### config.mk
export PLATFORM = sky130hd
export DESIGN_NAME = fetch_flat
export DESIGN_NICKNAME = d
export VERILOG_FILES = /design/src/rtl/fetch_if.sv /design/src/rtl/fetch.sv /design/src/flat_wrapper.sv
export SDC_FILE = /design/constraint.sdc
export NUM_CORES = 1
export LEC_CHECK = 0
export CAP_MARGIN = 20
export CORE_MARGIN = 8
export CORE_UTILIZATION = 44
export DETAILED_ROUTE_END_ITERATION = 7
export HOLD_SLACK_MARGIN = 0.03
export PLACE_DENSITY = 0.84
export SLEW_MARGIN = 15
export SYNTH_ARGS = -nofsm -noshare
export SYNTH_HDL_FRONTEND = slang
export SYNTH_SLANG_ARGS = --single-unit
### constraint.sdc
create_clock -name clk -period 2.51 [get_ports clk]
set_input_delay 0.251 -clock clk [delete_from_list [all_inputs] [get_ports clk]]
set_output_delay 0.251 -clock clk [all_outputs]
set_load 0.005 [all_outputs]
### src/rtl/fetch_if.sv
// fetch_if: fetch-unit bus bundling the redirect, instruction-memory and insn-FIFO write signals.
interface fetch_if #(
    parameter int DATA_WIDTH = 32,
    parameter int ADDR_WIDTH = 32
);
    logic                           i_redirect;
    logic [ADDR_WIDTH-1:0]          i_redirect_addr;
    logic                           o_ic_en;
    logic [ADDR_WIDTH-1:0]          o_ic_addr;
    logic                           i_ic_valid;
    logic [DATA_WIDTH-1:0]          i_ic_data;
    logic                           o_fifo_wr_en;
    logic [ADDR_WIDTH+DATA_WIDTH-1:0] o_fifo_data_in;
    logic                           i_fifo_full;
    modport master (
        input  i_redirect, i_redirect_addr, i_ic_valid, i_ic_data, i_fifo_full,
        output o_ic_en, o_ic_addr, o_fifo_wr_en, o_fifo_data_in
    );
    modport slave (
        output i_redirect, i_redirect_addr, i_ic_valid, i_ic_data, i_fifo_full,
        input  o_ic_en, o_ic_addr, o_fifo_wr_en, o_fifo_data_in
    );
endinterface

### src/rtl/fetch.sv
// fetch: single-outstanding instruction fetcher feeding {pc, insn} into the instruction FIFO.
module fetch #(
    parameter int DATA_WIDTH = 32,
    parameter int ADDR_WIDTH = 32,
    parameter logic [ADDR_WIDTH-1:0] RESET_ADDR = '0
) (
    input logic     clk,
    input logic     n_rst,
    fetch_if.master bus
);
    typedef enum logic [1:0] {REQ, WAIT, HOLD, DROP} state_t;
    state_t                state;
    logic [ADDR_WIDTH-1:0] pc;
    logic [DATA_WIDTH-1:0] hold;
    logic                  wr;
    // Write and request are same-cycle reactions, so outputs decode the registered state.
    assign wr = n_rst && !bus.i_redirect && !bus.i_fifo_full &&
                ((state == WAIT && bus.i_ic_valid) || state == HOLD);
    assign bus.o_fifo_wr_en   = wr;
    assign bus.o_ic_en        = n_rst && !bus.i_redirect && state == REQ;
    assign bus.o_ic_addr      = pc;
    assign bus.o_fifo_data_in = n_rst ? {pc, state == HOLD ? hold : bus.i_ic_data} : '0;
    always_ff @(posedge clk or negedge n_rst) begin
        if (!n_rst) begin
            state <= REQ;
            pc    <= RESET_ADDR;
            hold  <= '0;
        end else if (bus.i_redirect) begin
            // An unanswered request must have its response swallowed in DROP.
            state <= ((state == WAIT || state == DROP) && !bus.i_ic_valid) ? DROP : REQ;
            pc    <= bus.i_redirect_addr;
            hold  <= '0;
        end else begin
            if (wr)
                pc <= pc + ADDR_WIDTH'(4);
            if (state == WAIT && bus.i_ic_valid && bus.i_fifo_full)
                hold <= bus.i_ic_data;
            case (state)
                REQ:  state <= WAIT;
                WAIT: state <= bus.i_ic_valid ? (bus.i_fifo_full ? HOLD : REQ) : WAIT;
                HOLD: state <= bus.i_fifo_full ? HOLD : REQ;
                DROP: state <= bus.i_ic_valid ? REQ : DROP;
            endcase
        end
    end
endmodule

### src/flat_wrapper.sv
// flat-port wrapper written by rule: the top's interface ports become plain ports
module fetch_flat 
#(
    parameter int DATA_WIDTH = 32,
    parameter int ADDR_WIDTH = 32,
    parameter logic [ADDR_WIDTH-1:0] RESET_ADDR = '0
)
  (clk, n_rst, bus_i_redirect, bus_i_redirect_addr, bus_i_ic_valid, bus_i_ic_data, bus_i_fifo_full, bus_o_ic_en, bus_o_ic_addr, bus_o_fifo_wr_en, bus_o_fifo_data_in);
  fetch_if #(.DATA_WIDTH(DATA_WIDTH), .ADDR_WIDTH(ADDR_WIDTH)) bus_i ();
  input logic clk;
  input logic n_rst;
  input wire logic [$bits(bus_i.i_redirect)-1:0] bus_i_redirect;
  input wire logic [$bits(bus_i.i_redirect_addr)-1:0] bus_i_redirect_addr;
  input wire logic [$bits(bus_i.i_ic_valid)-1:0] bus_i_ic_valid;
  input wire logic [$bits(bus_i.i_ic_data)-1:0] bus_i_ic_data;
  input wire logic [$bits(bus_i.i_fifo_full)-1:0] bus_i_fifo_full;
  output wire logic [$bits(bus_i.o_ic_en)-1:0] bus_o_ic_en;
  output wire logic [$bits(bus_i.o_ic_addr)-1:0] bus_o_ic_addr;
  output wire logic [$bits(bus_i.o_fifo_wr_en)-1:0] bus_o_fifo_wr_en;
  output wire logic [$bits(bus_i.o_fifo_data_in)-1:0] bus_o_fifo_data_in;
  assign bus_i.i_redirect = bus_i_redirect;
  assign bus_i.i_redirect_addr = bus_i_redirect_addr;
  assign bus_i.i_ic_valid = bus_i_ic_valid;
  assign bus_i.i_ic_data = bus_i_ic_data;
  assign bus_i.i_fifo_full = bus_i_fifo_full;
  assign bus_o_ic_en = bus_i.o_ic_en;
  assign bus_o_ic_addr = bus_i.o_ic_addr;
  assign bus_o_fifo_wr_en = bus_i.o_fifo_wr_en;
  assign bus_o_fifo_data_in = bus_i.o_fifo_data_in;
  fetch #(.DATA_WIDTH(DATA_WIDTH), .ADDR_WIDTH(ADDR_WIDTH), .RESET_ADDR(RESET_ADDR)) u_core (.clk(clk), .n_rst(n_rst), .bus(bus_i));
endmodule
==> impl_results.md <==
- Final core utilization: 66.7%
- Run status: completed
- Dpl cells: 800
- Post-Synthesis Cells: 531
- Max-cap violations: 0
- Clk_skew: 7.60 ps
- Fmax: 417 MHz
- Via Count: 4,457
- CP endpoint kind: primary output
- Largest net degree at the start of global routing: 53
- Number of synthesized register bits: 66
- Clock Sinks: 66
- Initial antenna violation count: 0
- Via density: 5.46
- Most frequent cells in the layout: clkdlybuf4s50_1 (164), nand2_1 (149), dfrtp_1 (65)
- TritonCTS Buffers: 9
- Ys flop type: dfrtp_1
- Async S/R FF share, synth: 100%
- Peak supply drop: 0.290 mV
- CTS tree: yes
- GRT Util Overall: 20.7%
- Die H: 114 microns
- Worst-Margin Slew: 618 ps
- Avg Cell Area, Syn: 7.92 sq um
- CP startpoint: n_rst
- R2r startpoint: u_core.bus.o_ic_addr[7]$_DFFE_PN0P_
- Final Hold Vio Count: 0
- Non-filler cells, final: 816
- Crit path launch type: input pin
- Port Buf Inserts: 166
- Rel. slew slack: 58.7%
- RSZ-0062 raised after global routing: no
- Setup TNS: 0 ps
- Drt drc: 0
- Crit Path Max Fanout: 28
- Synthesized area: 4200 sq um
- Hold Path Class: input pin to asynchronous set/reset pin
- DRT iter0 DRCs: 225
- Worst Path Arrival: 2150 ps
- Root buffer cell: clkbuf_8
- Area Growth Syn to Fin: 46.7%
- Share of layout cells above drive strength 1: 7.28%
- Number of global-route vias before repair: 4,476
- Number of flops mapped to enable cells by yosys: 0
- Seq/Total Area, Yosys: 39.3%
- Synthesis Warnings: 0
- RePlAce Congestion: 0.853
- Final WL: 13,500 microns
- Core Region: 9240 sq um
- Post-CTS setup buffers: 0
- Tcrit/Tclk final: 95.6%
- H-tree level count: 3
- Overflow after GRT: 0
- Clock latency on the worst-skew pair: 330 ps
- Post-route ant nets: 0
- Chip width: 114 microns
- Final Slew Violations: 0
- HPWL after detailed placement: 9830 microns
- CP Data Required Time: 2260 ps
- Routed len/inst: 16.6 microns
- CTS clk-pin slew, worst paths: 70 ps
- First-pass GRT wire length: 22,100 microns
- Crit Path Category: input pin to primary output
- Antenna diodes: 0
- Distinct cells, synth: 51
- Initial Util: 45.5%
- Syn nets: 601
- Fill count: 772
- Die area: 12,900 sq um
- Leak: 0.00235 uW
- Power density over the cells: 507 nW/um^2
- CTS Buffer Depth: 2
- Final setup violating endpoints: 0
- Commonest non-fill, non-tap cell in the layout: clkdlybuf4s50_1
- Crit path time final: 2400 ps
- Row count: 35
- IO Count: 167
- Net count, final: 753
- DR pass1 iterations: 5
==> cells by family (layout without fill, tap and decap cells) <==
logic type	after synthesis	in the layout	share of synthesized area [%]
mux	4	4	1.01
compound gates	130	130	20.1
xor+xnor	8	8	1.67
simple gates	273	273	32.3
fa+ha+maj	1	1	0.298
flops	66	66	39.3
buf+inv	49	205	5.42
==> repair_timing <==
action,4_1_cts,5_1_grt
hold endpoints to repair,26,0
hold buffers,1,0
resized for setup,0,4
endpoints found under the setup margin,0,24
==> path summary, 6_finish.rpt <==
path / to / slack [ps] / cells past startpoint
max: bus_o_fifo_data_in[22] / 110 / 5
min: u_core.hold[9]$_DFFE_PN0P_ / 40 / 2
max reg2reg: u_core.bus.o_ic_addr[23]$_DFFE_PN0P_ / 340 / 4
min reg2reg: u_core.hold[25]$_DFFE_PN0P_ / 530 / 2
max in group asynchronous: u_core.bus.o_ic_addr[14]$_DFFE_PN0P_ / 1290 / 4
min in group clk: u_core.bus.o_ic_addr[7]$_DFFE_PN0P_ / 350 / 3
==> cell type report <==
type	count	area (sq um)	share of cell area, %
multi-input combinational	416	2330	37.7
clock buffer	13	169	2.74
clock inverter	2	35.0	0.568
tap	129	161	2.62
inverter	7	26.3	0.426
timing repair buffer	183	1800	29.1
sequential	66	1650	26.8
==> sequential cells by signal (all words and copies together), names as in the netlist <==
register              count
u_core.bus.o_ic_addr     32
u_core.hold              32
u_core.state              2
==> per-stage QoR <==
stage               hold WS [ps]  power [uW]  cell area (sq um)  setup WS (ps)
floorplan                  -44.6        1670               4200            569
detailed placement           314        2210               5940           92.3
global placement             305        2180               5940            151
CTS                         36.6        3140               6150           42.4
finish                      37.0        3120               6170            112
global route                50.5        3310               6170           13.7
==> power breakdown <==
group          switching (uW)  internal, uW
combinational             418           517
sequential                117          1150
clock                     389           534
total                     924          2200
==> synthesized netlist by cell type (2+ instances only) <==
master | count | area (sq um)
nand2_1 | 149 | 559
dfrtp_1 | 66 | 1650
a21oi_1 | 35 | 175
and2_1 | 33 | 206
a21boi_0 | 32 | 240
clkbuf_1 | 30 | 113
nor2_1 | 19 | 71.3
o21ai_0 | 17 | 85.1
a31oi_1 | 16 | 100
o31ai_1 | 15 | 113
or4_1 | 15 | 113
nand4_1 | 12 | 75.1
nand3_1 | 11 | 55.1
xnor2_1 | 8 | 70.1
inv_1 | 6 | 22.5
nor2b_1 | 5 | 31.3
nor3_1 | 5 | 25.0
a211oi_1 | 4 | 30.0
buf_2 | 4 | 20.0
nand2b_1 | 4 | 25.0
a2111oi_0 | 3 | 26.3
buf_1 | 3 | 11.3
buf_6 | 3 | 33.8
nand3b_1 | 3 | 22.5
a22o_1 | 2 | 17.5
a22oi_1 | 2 | 15.0
mux2_2 | 2 | 22.5
mux2i_1 | 2 | 20.0
or3_1 | 2 | 12.5
or4_4 | 2 | 22.5
==> metal layers <==
metal / routed length (microns) / track usage, % / vias to the layer above
li1: - / - / 2148
met1: 5810 / 25.3 / 2114
met2: 6280 / 33.2 / 177
met3: 1190 / 7.40 / 18
met4: 224 / 6.93 / 0
met5: 0 / 0 / -
==> critical path, stage by stage <==
cell             delay (ps)
buf_4                   130
dlygate4sd3_1           630
buf_4                   310
a21boi_0                280
clkdlybuf4s50_1         550
No activity file was read; power rests on OpenSTA's default activity.
